## config.mk

```make
export PLATFORM = sky130hd
export DESIGN_NAME = phase_sequencer
export DESIGN_NICKNAME = d
export VERILOG_FILES = /design/src/rtl/phase_sequencer.sv
export SDC_FILE = /design/constraint.sdc
export NUM_CORES = 1
export LEC_CHECK = 0
export ABC_CLOCK_PERIOD_IN_PS = 3350
export CAP_MARGIN = 20
export CORE_MARGIN = 5
export CORE_UTILIZATION = 53
export DETAILED_ROUTE_END_ITERATION = 12
export PLACE_DENSITY = 0.85
export SYNTH_ARGS = -nofsm -noshare
export SYNTH_HDL_FRONTEND = slang
export SYNTH_SLANG_ARGS = --single-unit
```

## constraint.sdc

```tcl
create_clock -name clk -period 3.35 [get_ports clk]
set_input_delay 1.005 -clock clk [delete_from_list [all_inputs] [get_ports clk]]
set_output_delay 1.005 -clock clk [all_outputs]
set_load 0.05 [all_outputs]
```

## src/rtl/phase_sequencer.sv

```systemverilog
// Purpose: five-phase strobe generator (IF/ID/ALU/MEM/RB_BR) with HALT/IRQ parking and retired-instruction count.
// Latency: every output is a flop loaded from the next-state decode, so it reflects the state of the current cycle.
// Backpressure: stall holds the last MEM sub-cycle only when PHASE_SEQ_STALL_EN is defined; otherwise stall is ignored.
module phase_sequencer #(
    parameter int PHASE_CYCLES = 2,
    parameter int COUNT_W      = 32
) (
    input  logic               clk,
    input  logic               rst_n,
    input  logic [2:0]         branch_opcode,
    input  logic               interrupt,
    input  logic               irq_ret,
    input  logic               resume,
    input  logic               stall,
    output logic               IF_clk,
    output logic               ID_clk,
    output logic               ALU_clk,
    output logic               MEM_clk,
    output logic               RB_BR_clk,
    output logic [2:0]         phase,
    output logic               halted,
    output logic               irq_ack,
    output logic [COUNT_W-1:0] instr_count
);

    localparam int SUB_W = (PHASE_CYCLES > 2) ? $clog2(PHASE_CYCLES) : 1;
    localparam logic [SUB_W-1:0] SUB_LAST = SUB_W'(PHASE_CYCLES - 1);

    typedef enum logic [2:0] {
        ST_IF   = 3'd0,
        ST_ID   = 3'd1,
        ST_ALU  = 3'd2,
        ST_MEM  = 3'd3,
        ST_RB   = 3'd4,
        ST_HALT = 3'd5,
        ST_IRQ  = 3'd6
    } state_t;

    state_t             state_q, state_d;
    logic [SUB_W-1:0]   sub_q, sub_d;
    // Low for the first cycle after reset so the sequence starts at IF
    // sub-cycle 0 with the IF strobe visible, instead of skipping past it.
    logic               started_q, started_d;
    logic [COUNT_W-1:0] count_q, count_d;
    logic [4:0]         strobe_q, strobe_d;
    logic [2:0]         phase_q, phase_d;
    logic               halted_q, halted_d;
    logic               irq_ack_q, irq_ack_d;
    logic               sub_last;
    logic               mem_hold;

    assign sub_last = (sub_q == SUB_LAST);

`ifdef PHASE_SEQ_STALL_EN
    assign mem_hold = stall;
`else
    logic unused_stall;
    assign unused_stall = stall;
    assign mem_hold     = 1'b0;
`endif

    // Next-state: phase/sub-cycle advance, RB exit decision and HALT/IRQ exits.
    always_comb begin
        state_d   = state_q;
        sub_d     = sub_q;
        started_d = 1'b1;
        count_d   = count_q;
        if (!started_q) begin
            state_d = ST_IF;
            sub_d   = '0;
        end else begin
            case (state_q)
                ST_IF, ST_ID, ST_ALU: begin
                    if (sub_last) begin
                        state_d = state_t'(state_q + 3'd1);
                        sub_d   = '0;
                    end else begin
                        sub_d = sub_q + SUB_W'(1);
                    end
                end
                ST_MEM: begin
                    if (sub_last) begin
                        if (!mem_hold) begin
                            state_d = ST_RB;
                            sub_d   = '0;
                        end
                    end else begin
                        sub_d = sub_q + SUB_W'(1);
                    end
                end
                ST_RB: begin
                    if (sub_last) begin
                        count_d = count_q + COUNT_W'(1);
                        sub_d   = '0;
                        if (interrupt) begin
                            state_d = ST_IRQ;
                        end else if (branch_opcode == 3'b000) begin
                            state_d = ST_HALT;
                        end else begin
                            state_d = ST_IF;
                        end
                    end else begin
                        sub_d = sub_q + SUB_W'(1);
                    end
                end
                ST_HALT: begin
                    sub_d = '0;
                    if (resume) begin
                        state_d = ST_IF;
                    end
                end
                ST_IRQ: begin
                    sub_d = '0;
                    if (irq_ret) begin
                        state_d = ST_IF;
                    end
                end
                default: begin
                    state_d = ST_IF;
                    sub_d   = '0;
                end
            endcase
        end
    end

    // Output decode from the next state so the registered outputs line up with the state they describe.
    // A hold in the last MEM sub-cycle never has sub_d==0, so the MEM strobe is not re-pulsed.
    always_comb begin
        strobe_d  = 5'b00000;
        phase_d   = 3'(state_d);
        halted_d  = (state_d == ST_HALT);
        irq_ack_d = (state_d == ST_IRQ);
        if (sub_d == '0) begin
            case (state_d)
                ST_IF:   strobe_d = 5'b10000;
                ST_ID:   strobe_d = 5'b01000;
                ST_ALU:  strobe_d = 5'b00100;
                ST_MEM:  strobe_d = 5'b00010;
                ST_RB:   strobe_d = 5'b00001;
                default: strobe_d = 5'b00000;
            endcase
        end
    end

    // State and output registers with synchronous active-low reset.
    always_ff @(posedge clk) begin
        if (!rst_n) begin
            state_q   <= ST_IF;
            sub_q     <= '0;
            started_q <= 1'b0;
            count_q   <= '0;
            strobe_q  <= 5'b00000;
            phase_q   <= 3'd0;
            halted_q  <= 1'b0;
            irq_ack_q <= 1'b0;
        end else begin
            state_q   <= state_d;
            sub_q     <= sub_d;
            started_q <= started_d;
            count_q   <= count_d;
            strobe_q  <= strobe_d;
            phase_q   <= phase_d;
            halted_q  <= halted_d;
            irq_ack_q <= irq_ack_d;
        end
    end

    assign IF_clk      = strobe_q[4];
    assign ID_clk      = strobe_q[3];
    assign ALU_clk     = strobe_q[2];
    assign MEM_clk     = strobe_q[1];
    assign RB_BR_clk   = strobe_q[0];
    assign phase       = phase_q;
    assign halted      = halted_q;
    assign irq_ack     = irq_ack_q;
    assign instr_count = count_q;

endmodule

```

==> reports/results.env <==
PLACEMENT.IO_BUFFERS=49
FINALNETCOUNT=296
SETUP.WORST_PATH.END_CLASS='output port'
REPORT.FINAL.SETUP_VIOL=0
GROUTE.LAYER.MET2.USAGE_PCT=28.10
PATH_CELLS='clkdlybuf4s50_1'
WORST_PATH_MAX_STAGE_DELAY_NS=0.88
NUMBER_OF_GLOBAL_ROUTE_VIAS_BEFORE_REPAIR=1673
AREA_GROWTH_SYN_TO_LAYOUT_PCT=29.29
DRT-PASS1-ITER-COUNT=4
RESULT_OF_THE_RUN='complete, no violations'
PLACEABLE_CORE_REGION_UM2=3943
YS.FLOP_TYPE='sky130_fd_sc_hd__dfxtp_1'
WORST_SLEW_PIN_SLEW_NS=0.6135
POST-ROUTE-DRC-COUNT=0
POST_DRT_VIA_CELL_RATIO=5.393
REG2REG_SETUP_SLACK_NS=1.03
COMPOUND_GATE_PORTION_OF_THE_SYNTHESIZED_AREA_PCT=4.832
WORST-ENDPOINT-REQUIRED_NS=2.34
IR_DROP_mV=0.2557
DEPTH_OF_THE_WORST_REGISTER_TO_REGISTER_PATH=7
COUNT_OF_DIFFERENT_CELL_MASTERS_AFTER_SYNTHESIS=38
MAPPEDNETLISTAREA_UM2=2123
GLOBAL_ROUTE.USAGE.TOTAL_PCT=17.34
R2R_START='phase[0]$_SDFF_PN0_'
SYNTHADDERAREAFRAC_PCT=4.125
FIN_SKEW_NS=0.007961
POWER_DENSITY_nW_PER_UM2=333.4
CTS_MADE_BUFFERS=5
ANTENNA_LEFT=0
GLOBAL_ROUTE.USAGE.MET3_PCT=5.472
CTS_HTREE_LEVELS=2
WORSTHOLDPATHTYPE='register to register'
HOLD_VIOL=0
ROUTED-VIA-COUNT=1785
ROUTED_WIRELENGTH_UM=4458
CP.DEPTH=1
LARGEST_NET_DEGREE_AT_THE_START_OF_GLOBAL_ROUTING=22
DESIGN.PORTCOUNT=51
DIE_WIDTH_UM=73.30
CELLS_AFTER_SYNTHESIS=229
CTSRESIZECOUNT=0
WL_PER_CELL_UM=13.47
GRT_PASS1_WL_UM=7334
ANTENNA_CELLS_INSERTED=0
SYNTH_EDF_COUNT=0
POST_SYNTH_XOR_AREA_FRACTION_PCT=12.79
DIE_H_UM=73.30
CRITPATHTOPFAMILY='buffers and inverters'
STARTPOINT_OF_THE_MOST_CRITICAL_SETUP_PATH='phase[2]$_SDFF_PN0_'
CTS.REPAIR_TIMING.SETUP_BUFFER_COUNT=0
DIE_AREA_UM2=5372
SLEW_VIOLATIONS=0
ROWS=23
SYNTHARSTFLOPSHARE_PCT=0
GRT.MET1_USAGE_PCT=21.46
CLOCK_PATH_BUFFERS=2
RELSLEWSLACK_PCT=58.79
POWER_uW=915.4
PLACE_HPWL_UM=3303
POST_SYNTH_AND_OR_NAND_NOR_AREA_FRACTION_PCT=34.00
WORST_SETUP_PATH_TYPE='register to output port'
ROOT_BUFFER='sky130_fd_sc_hd__clkbuf_8'
GLOBALROUTEOVERFLOWTOTAL=0
GP_ROUTABILITY_CONGESTION=0.8063
WORST_SETUP_HOLD_PATH_CLK_SLEW_NS=0.08
CLOCK_TREE_FROM_TRITONCTS='done'
SYNTH_TOP_FAMILY_BY_AREA='simple AND/OR/NAND/NOR gates'
CLOCK_SINKS=44
SYNTH_SEQ_AREA_SHARE_PCT=41.48
CTS.HOLD.BUFFERS_ADDED=0
FIN_CRIT_SH_PCT=81.78
CP.ARRIVAL_NS=1.73
DRIVE_ABOVE_1_SHARE_PCT=4.626
GRT_SETUP_UNREPAIRED='false'
POWER_LEAKAGE_nW=1.004
CLOCK.FMAX_MHz=365.0
MEAN_INSTANCE_SIZE_IN_THE_SYNTHESIZED_NETLIST_UM2=9.272
CP_SLOWEST_CELL='sky130_fd_sc_hd__clkdlybuf4s50_1'
DETAILEDROUTE.FIRSTITERATIONVIOLATIONS=101
TIMING.MAX_CAP.VIOLATIONS=0
SYNTH.YOSYS.WARNINGS=0
POSTSYNTHREGISTERBITS=44
FIN_TNS_SETUP_NS=0
SYNTHESIS.NETS=245
CRIT_PATH_START_KIND='register'
BUSIEST_LAYER='met2'
CRITICAL_PATH.ENDPOINT='phase[2]'
INITIAL_UTILIZATION_PCT=53.86
POST-ROUTE-MIN-PERIOD_NS=2.739
GRT_ANTENNA_BEFORE_REPAIR=0
R2R-END='halted$_SDFF_PN0_'
LARGEST_DRIVER_FANOUT_ON_THE_CRITICAL_PATH=11
CLK-INSERTION-DELAY-LATE_NS=0.29
CRITICAL_PATH_BUF_INV_COUNT=1
MUXSHAREOFSYNTHAREA_PCT=0
## cells in the mapped netlist, types with 2 or more instances
master	instances	area share (%)
sky130_fd_sc_hd__dfxtp_1	44	41
sky130_fd_sc_hd__and2_1	32	9.4
sky130_fd_sc_hd__xnor2_1	25	10
sky130_fd_sc_hd__nand2_1	14	2.5
sky130_fd_sc_hd__nand3_1	14	3.3
sky130_fd_sc_hd__nand4_1	11	3.2
sky130_fd_sc_hd__nor3_1	8	1.9
sky130_fd_sc_hd__ha_1	7	4.1
sky130_fd_sc_hd__nor2_1	7	1.2
sky130_fd_sc_hd__inv_1	6	1.1
sky130_fd_sc_hd__nor4_1	6	1.8
sky130_fd_sc_hd__xor2_1	6	2.5
sky130_fd_sc_hd__and3_1	5	1.5
sky130_fd_sc_hd__and4_1	4	1.6
sky130_fd_sc_hd__nand2b_1	4	1.2
sky130_fd_sc_hd__nor2b_1	4	1.2
sky130_fd_sc_hd__o21ai_0	4	0.94
sky130_fd_sc_hd__clkbuf_1	3	0.53
sky130_fd_sc_hd__nor3b_1	3	1.1
sky130_fd_sc_hd__a21oi_1	2	0.47
sky130_fd_sc_hd__buf_2	2	0.47
sky130_fd_sc_hd__buf_4	2	0.71
## state kept, by name, summed over array words and instances (netlist names)
signal / cells
strobe_q: 5
irq_ack: 1
sub_last: 1
started_q: 1
phase: 3
instr_count: 32
halted: 1
## layer usage
layer  vias up  share of wire, %  routed length (µm)
met4         0               1.4                  64
met5         -                 0                   0
li1        891                 -                   -
met1       836                45                2018
met2        51                48                2118
met3         7               5.8                 257
## logic make-up (layout without fill, tap and decap cells)
kind of cell / count (synthesis) / in the layout
AO/OA/AOI/OAI: 15 / 15
XOR/XNOR: 31 / 31
flip-flops: 44 / 44
adder cells (fa/ha/maj): 7 / 7
buffers and inverters: 13 / 65
AND/OR/NAND/NOR: 119 / 119
## worst min-delay path by stage
stage / start / end / slack [ns] / cells past startpoint
floorplan: started_q$_DFF_P_ / strobe_q[0]$_SDFF_PP0_ / 0.62 / 4
global placement: instr_count[1]$_SDFFE_PN0P_ / instr_count[1]$_SDFFE_PN0P_ / 0.49 / 2
detailed placement: instr_count[1]$_SDFFE_PN0P_ / instr_count[1]$_SDFFE_PN0P_ / 0.51 / 2
CTS: instr_count[1]$_SDFFE_PN0P_ / instr_count[1]$_SDFFE_PN0P_ / 0.52 / 2
global route: instr_count[1]$_SDFFE_PN0P_ / instr_count[1]$_SDFFE_PN0P_ / 0.54 / 2
finish: instr_count[1]$_SDFFE_PN0P_ / instr_count[1]$_SDFFE_PN0P_ / 0.52 / 2
## cell usage in the layout, fill, tap and decap left out, types with 2 or more instances in the layout
cell type / count
sky130_fd_sc_hd__and3_1: 5
sky130_fd_sc_hd__o21ai_0: 4
sky130_fd_sc_hd__a21oi_1: 2
sky130_fd_sc_hd__nand2_1: 14
sky130_fd_sc_hd__clkbuf_1: 2
sky130_fd_sc_hd__clkbuf_8: 6
sky130_fd_sc_hd__xor2_1: 6
sky130_fd_sc_hd__nor2_1: 7
sky130_fd_sc_hd__nor3b_1: 3
sky130_fd_sc_hd__buf_4: 2
sky130_fd_sc_hd__nand3_1: 14
sky130_fd_sc_hd__nand2b_1: 4
sky130_fd_sc_hd__xnor2_1: 25
sky130_fd_sc_hd__ha_1: 7
sky130_fd_sc_hd__dfxtp_1: 44
sky130_fd_sc_hd__inv_1: 6
sky130_fd_sc_hd__nor2b_1: 4
sky130_fd_sc_hd__clkdlybuf4s50_1: 49
sky130_fd_sc_hd__nor3_1: 8
sky130_fd_sc_hd__nand4_1: 11
sky130_fd_sc_hd__nor4_1: 6
sky130_fd_sc_hd__and4_1: 4
sky130_fd_sc_hd__and2_1: 32
## final cells by class
class / count / area, µm²
fillers: 324 / 1197
flip-flops and latches: 44 / 880.8
inverters: 6 / 22.52
repair buffers: 51 / 505.5
well taps: 50 / 62.56
clock buffers: 8 / 90.09
multi-input cells: 172 / 1184
## power by group
part	switching [mW]	internal, mW	leakage [nW]
clock	0.169	0.168	0.0455
combinational	0.0272	0.0204	0.604
sequential	0.00431	0.526	0.355
## stage by stage
stage | utilization [%] | std cells | hold slack (ns) | setup WS (ns) | area [µm²]
after global routing | 69.63 | 331 | 0.5404 | 0.5217 | 2745
after floorplan | - | 229 | 0.6218 | 0.9790 | 2123
after global placement | 67.34 | 323 | 0.4903 | 0.6000 | 2655
after CTS | 69.63 | 331 | 0.5227 | 0.5973 | 2745
final | 69.63 | 331 | 0.5204 | 0.6105 | 2745
after detailed placement | 67.34 | 323 | 0.5118 | 0.5806 | 2655
No activity file was read; power rests on OpenSTA's default activity.
==> RTL change 1 (same flow settings) <==
The option `PHASE_SEQ_STALL_EN` is turned on by a define.
--- a/src/rtl/phase_sequencer.sv
+++ b/src/rtl/phase_sequencer.sv
@@ -3,2 +3,4 @@
 // Backpressure: stall holds the last MEM sub-cycle only when PHASE_SEQ_STALL_EN is defined; otherwise stall is ignored.
+`define PHASE_SEQ_STALL_EN
+
 module phase_sequencer #(
Check against the original RTL: not equivalent (a bounded check fails within 10 cycles, from zero or initial values and one cycle with rst_n low).
==> RTL change 1 against the unedited design <==
Cell area grew 1.1%. Global-route usage grew 0.50 points. Final cell count grew 3.6%. Via count grew 7.8%. Worst hold slack lost 15 ps. Clock power shrank 8.3%. Sequential cell count is the same. Clock skew grew 2.4 ps. Synthesized area grew 2.4%. Synthesized cell count grew 6.1%. Total power shrank 0.54%. Wire length grew 6.4%. Setup slack gained 77 ps. Critical endpoint is now instr_count[2]. Die area grew 2.0%.
==> RTL change 1: results (changes against the unedited design) <==
skew final 10.39 ps (+2.430 ps); P_comb 0.0682 mW (+43%); largest net degree at the start of global routing 20 (-9.1%); first-pass GRT wire length 7776 um (+6.0%); Post-Place Worst Slack 651.8 ps (+71.22 ps); Synthesized Nets 258 (+5.3%); Critical Path AT 1660 ps (-70 ps); non-clock inverter count in the final layout 8 (+2); capture point of the critical path instr_count[2]; sequential area share after synthesis 40.53% (-0.96 points); worst-path fanout max 7 (-4); multi-input logic portion of the cell area 43.71% (+0.60 points); Placer Congestion 0.8179 (+1.4%); Iter 0 DRT Violations 62 (-39%); Avg WL per Cell 13.83 um (+2.7%); filler cell count 352 (+8.6%); pwr/cell area 327.9 nW/um^2 (-1.7%); design area 2776 um^2 (+1.1%); Max VDD drop 0.1916 mV (-25%); Signal buf overhead 18.30% (-0.12 points); fraction of layout cells with a size suffix above 1 7.167% (+2.5 points); nets 308 (+4.1%); status completed; Pleak 0.9576 nW (-4.7%); CP startpoint instr_count[2]; Buffers on Ports 50 (+2.0%); CLK BUF 5 (-3)
==> RTL change 1: per-layer routing <==
metal	wire [um]	part of all wire, %	track usage (%)	vias up
li1	-	-	-	973
met1	2194	46	23.09	905
met2	2307	49	29.53	40
met3	162	3.4	2.568	7
met4	80	1.7	7.847	0
met5	0	0	0	-
==> RTL change 1: how the worst min path moves through the flow <==
| stage | start | to | slack (ps) | depth (start not counted) |
|---|---|---|---|---|
| floorplan | started_q | strobe_q[4] | 490 | 3 |
| global placement | instr_count[31] | instr_count[31] | 460 | 2 |
| detailed placement | instr_count[31] | instr_count[31] | 490 | 2 |
| CTS | instr_count[31] | instr_count[31] | 500 | 2 |
| global route | instr_count[29] | instr_count[29] | 540 | 2 |
| finish | instr_count[31] | instr_count[31] | 500 | 2 |
==> RTL change 1: tightest hold or removal path, cell delays in order (launching register included) <==
cell and delay, ps:
dfxtp_1 330, o31ai_1 70, a21oi_1 60
==> RTL change 2 (same settings) <==
Made on the original files. Remove the register `irq_ack_q`: a continuous assignment takes its place, so the output `irq_ack` follows one clock earlier.
--- a/src/rtl/phase_sequencer.sv
+++ b/src/rtl/phase_sequencer.sv
@@ -154,3 +154,2 @@
             halted_q  <= 1'b0;
-            irq_ack_q <= 1'b0;
         end else begin
@@ -163,5 +162,6 @@
             halted_q  <= halted_d;
-            irq_ack_q <= irq_ack_d;
         end
     end
+
+    assign irq_ack_q = irq_ack_d;
 
Formal check against the unedited RTL: no difference found for any inputs over 10 cycles, from zero or initial values and one cycle with rst_n low; that may be too few to reach the edited logic, so the function may still have changed.
==> RTL change 2 against the unedited design <==
Total power grew 18%. Final cell count grew 11%. Register-to-register slack lost 940 ps. Critical path depth increased by 6. Non-clock buffer count up 21. Setup slack worse by 660 ps. Worst hold slack lost 1.3 ps. Synthesized area fell by 0.35%. The run now ends with negative setup slack left. Wire length rose by 51%. Cell area up 15%. Combinational power is 58% higher. Sequential cell count fell by 1.
==> RTL change 2: results (changes against the unedited design) <==
H-tree level count 2 (unchanged); max FFs per register 32 (unchanged); multiplexer area fraction after synthesis 0% (unchanged); Synth area leaders dfxtp_1, nor2_1, xor2_1, xnor2_1, nand2_1; Multi-input gate area 1394 um^2 (+18%); CTS clk-pin slew, worst paths 80 ps (about the same); R2R Setup Slk 90 ps (-940 ps); final setup TNS -49.83 ps (-49.83 ps); CTS root buf clkbuf_8; nets 331 (+12%); Cells after Synth 243 (+6.1%); Avg WL per Cell 18.34 um (+36%); capture point of the critical path irq_ack; post-synth cell types 38 (unchanged); R2R Path End strobe_q[4]; vias 2,115 (+18%); Buffers on Ports 49 (unchanged); Placer Congestion 0.8908 (+10%); vias per std cell 5.779 (+7.2%); Final Worst Setup Slack -49.83 ps (-660.3 ps); Area after DPL 2713 um^2 (+2.2%); Worst Reg-to-Reg Cells 18 (+11); Final HPWL DP 3604 um (+9.1%); CTS buffer count 5 (unchanged); Synthesized Nets 259 (+5.7%); compound-cell area share of the yosys netlist 7.096% (+2.3 points); list of most frequent post-synthesis cells dfxtp_1, nor2_1, nand2_1; n_diodes 0 (unchanged); Ys Warns 0 (unchanged); final max-slew violation count 0 (unchanged); Iter 0 DRT Violations 154 (+52%); Pleak 1.142 nW (+14%); fraction of registers with async set/reset 0% (unchanged); xor/xnor share of the synthesized area 9.521% (-3.3 points); largest net degree at the start of global routing 18 (-18%); CP startpoint phase[0]; antenna violations before repair 0 (unchanged); sequential area share after synthesis 40.69% (-0.80 points); worst-path fanout max 6 (-5); DP Cell Count 343 (+6.2%); CTS max path bufs 2 (unchanged); filler cell count 230 (-29%); post-synthesis adder-cell area fraction 4.140% (+0.015 points); status complete, but fails checks; Post-Place Worst Slack -215.2 ps (-795.8 ps); Max VDD drop 0.3123 mV (+22%); Slew @ Worst Pin 638.9 ps (+25.41 ps); final setup fails 1 (+1); GRT Util Overall 23.25% (+5.9 points); first-pass GRT wire length 9749 um (+33%); Worst-Skew Late Latency 300 ps; fraction of layout cells with a size suffix above 1 21.84% (+17 points); Hold Crit Depth 2 (unchanged); failing checks negative setup slack; skew final 4.179 ps (-3.782 ps); drt pass-1 iters 4 (unchanged); Hold Crit Class reg2reg
==> RTL change 2: cell count changes in the layout (fill, tap and decap cells not counted), sizes merged, moves of 7 or more <==
cell / before / now
nor2: 7 / 32
nand2: 14 / 24
o21ai: 4 / 11
and2: 32 / 4
xnor2: 25 / 11
buf: 2 / 24
or3: 0 / 9
a21oi: 2 / 10
clkdlybuf4s50: 49 / 42
==> RTL change 2: worst max-delay path: stages (launching register included) <==
cell,delay [ps]
dfxtp_4,430
clkinvlp_4,190
ha_4,320
nor3b_2,320
o21ai_0,220
and2_4,210
nor3_4,230
buf_12,170
==> RTL change 2: how the worst min path moves through the flow <==
stage,startpoint,end,slack (ps)
CTS,instr_count[1],instr_count[1],520
global route,instr_count[28],instr_count[28],550
finish,instr_count[30],instr_count[30],520
floorplan,started_q,instr_count[1],590
global placement,instr_count[30],instr_count[30],490
detailed placement,instr_count[30],instr_count[30],500
==> RTL change 2: kinds of logic (layout without fill, tap and decap cells) <==
family	count (synthesis)	after routing
buffers and inverters	14	87
XOR/XNOR	23	23
AND/OR/NAND/NOR	130	130
adder cells (fa/ha/maj)	7	7
flip-flops	43	43
AO/OA/AOI/OAI	26	26
==> RTL change 2: cell type report <==
| class | count | area share (%) |
|---|---|---|
| clock buffer | 6 | 2.300 |
| clock inverter | 2 | 1.903 |
| inverter | 7 | 0.9516 |
| multi-input combinational | 186 | 44.17 |
| sequential | 43 | 27.52 |
| tap | 50 | 1.983 |
| timing repair buffer | 72 | 21.17 |
==> RTL change 2: repair_timing <==
item | CTS | global route
pin swaps | 8 | 8
setup endpoints to repair | 1 | 1
setup buffers | 13 | 2
resized for setup | 26 | 22
==> RTL change 2: where the power goes <==
group          total, mW  switching (mW)  internal [mW]
Sequential         0.519         0.00564          0.513
Clock              0.486           0.187          0.298
Combinational     0.0753          0.0456         0.0298
==> RTL change 2: routing by layer <==
layer | share of wire [%] | up-vias | global-route usage (%)
li1 | - | 1001 | -
met1 | 40 | 988 | 27.90
met2 | 50 | 102 | 37.64
met3 | 6.7 | 24 | 7.300
met4 | 3.4 | 0 | 10.86
met5 | 0 | - | 0
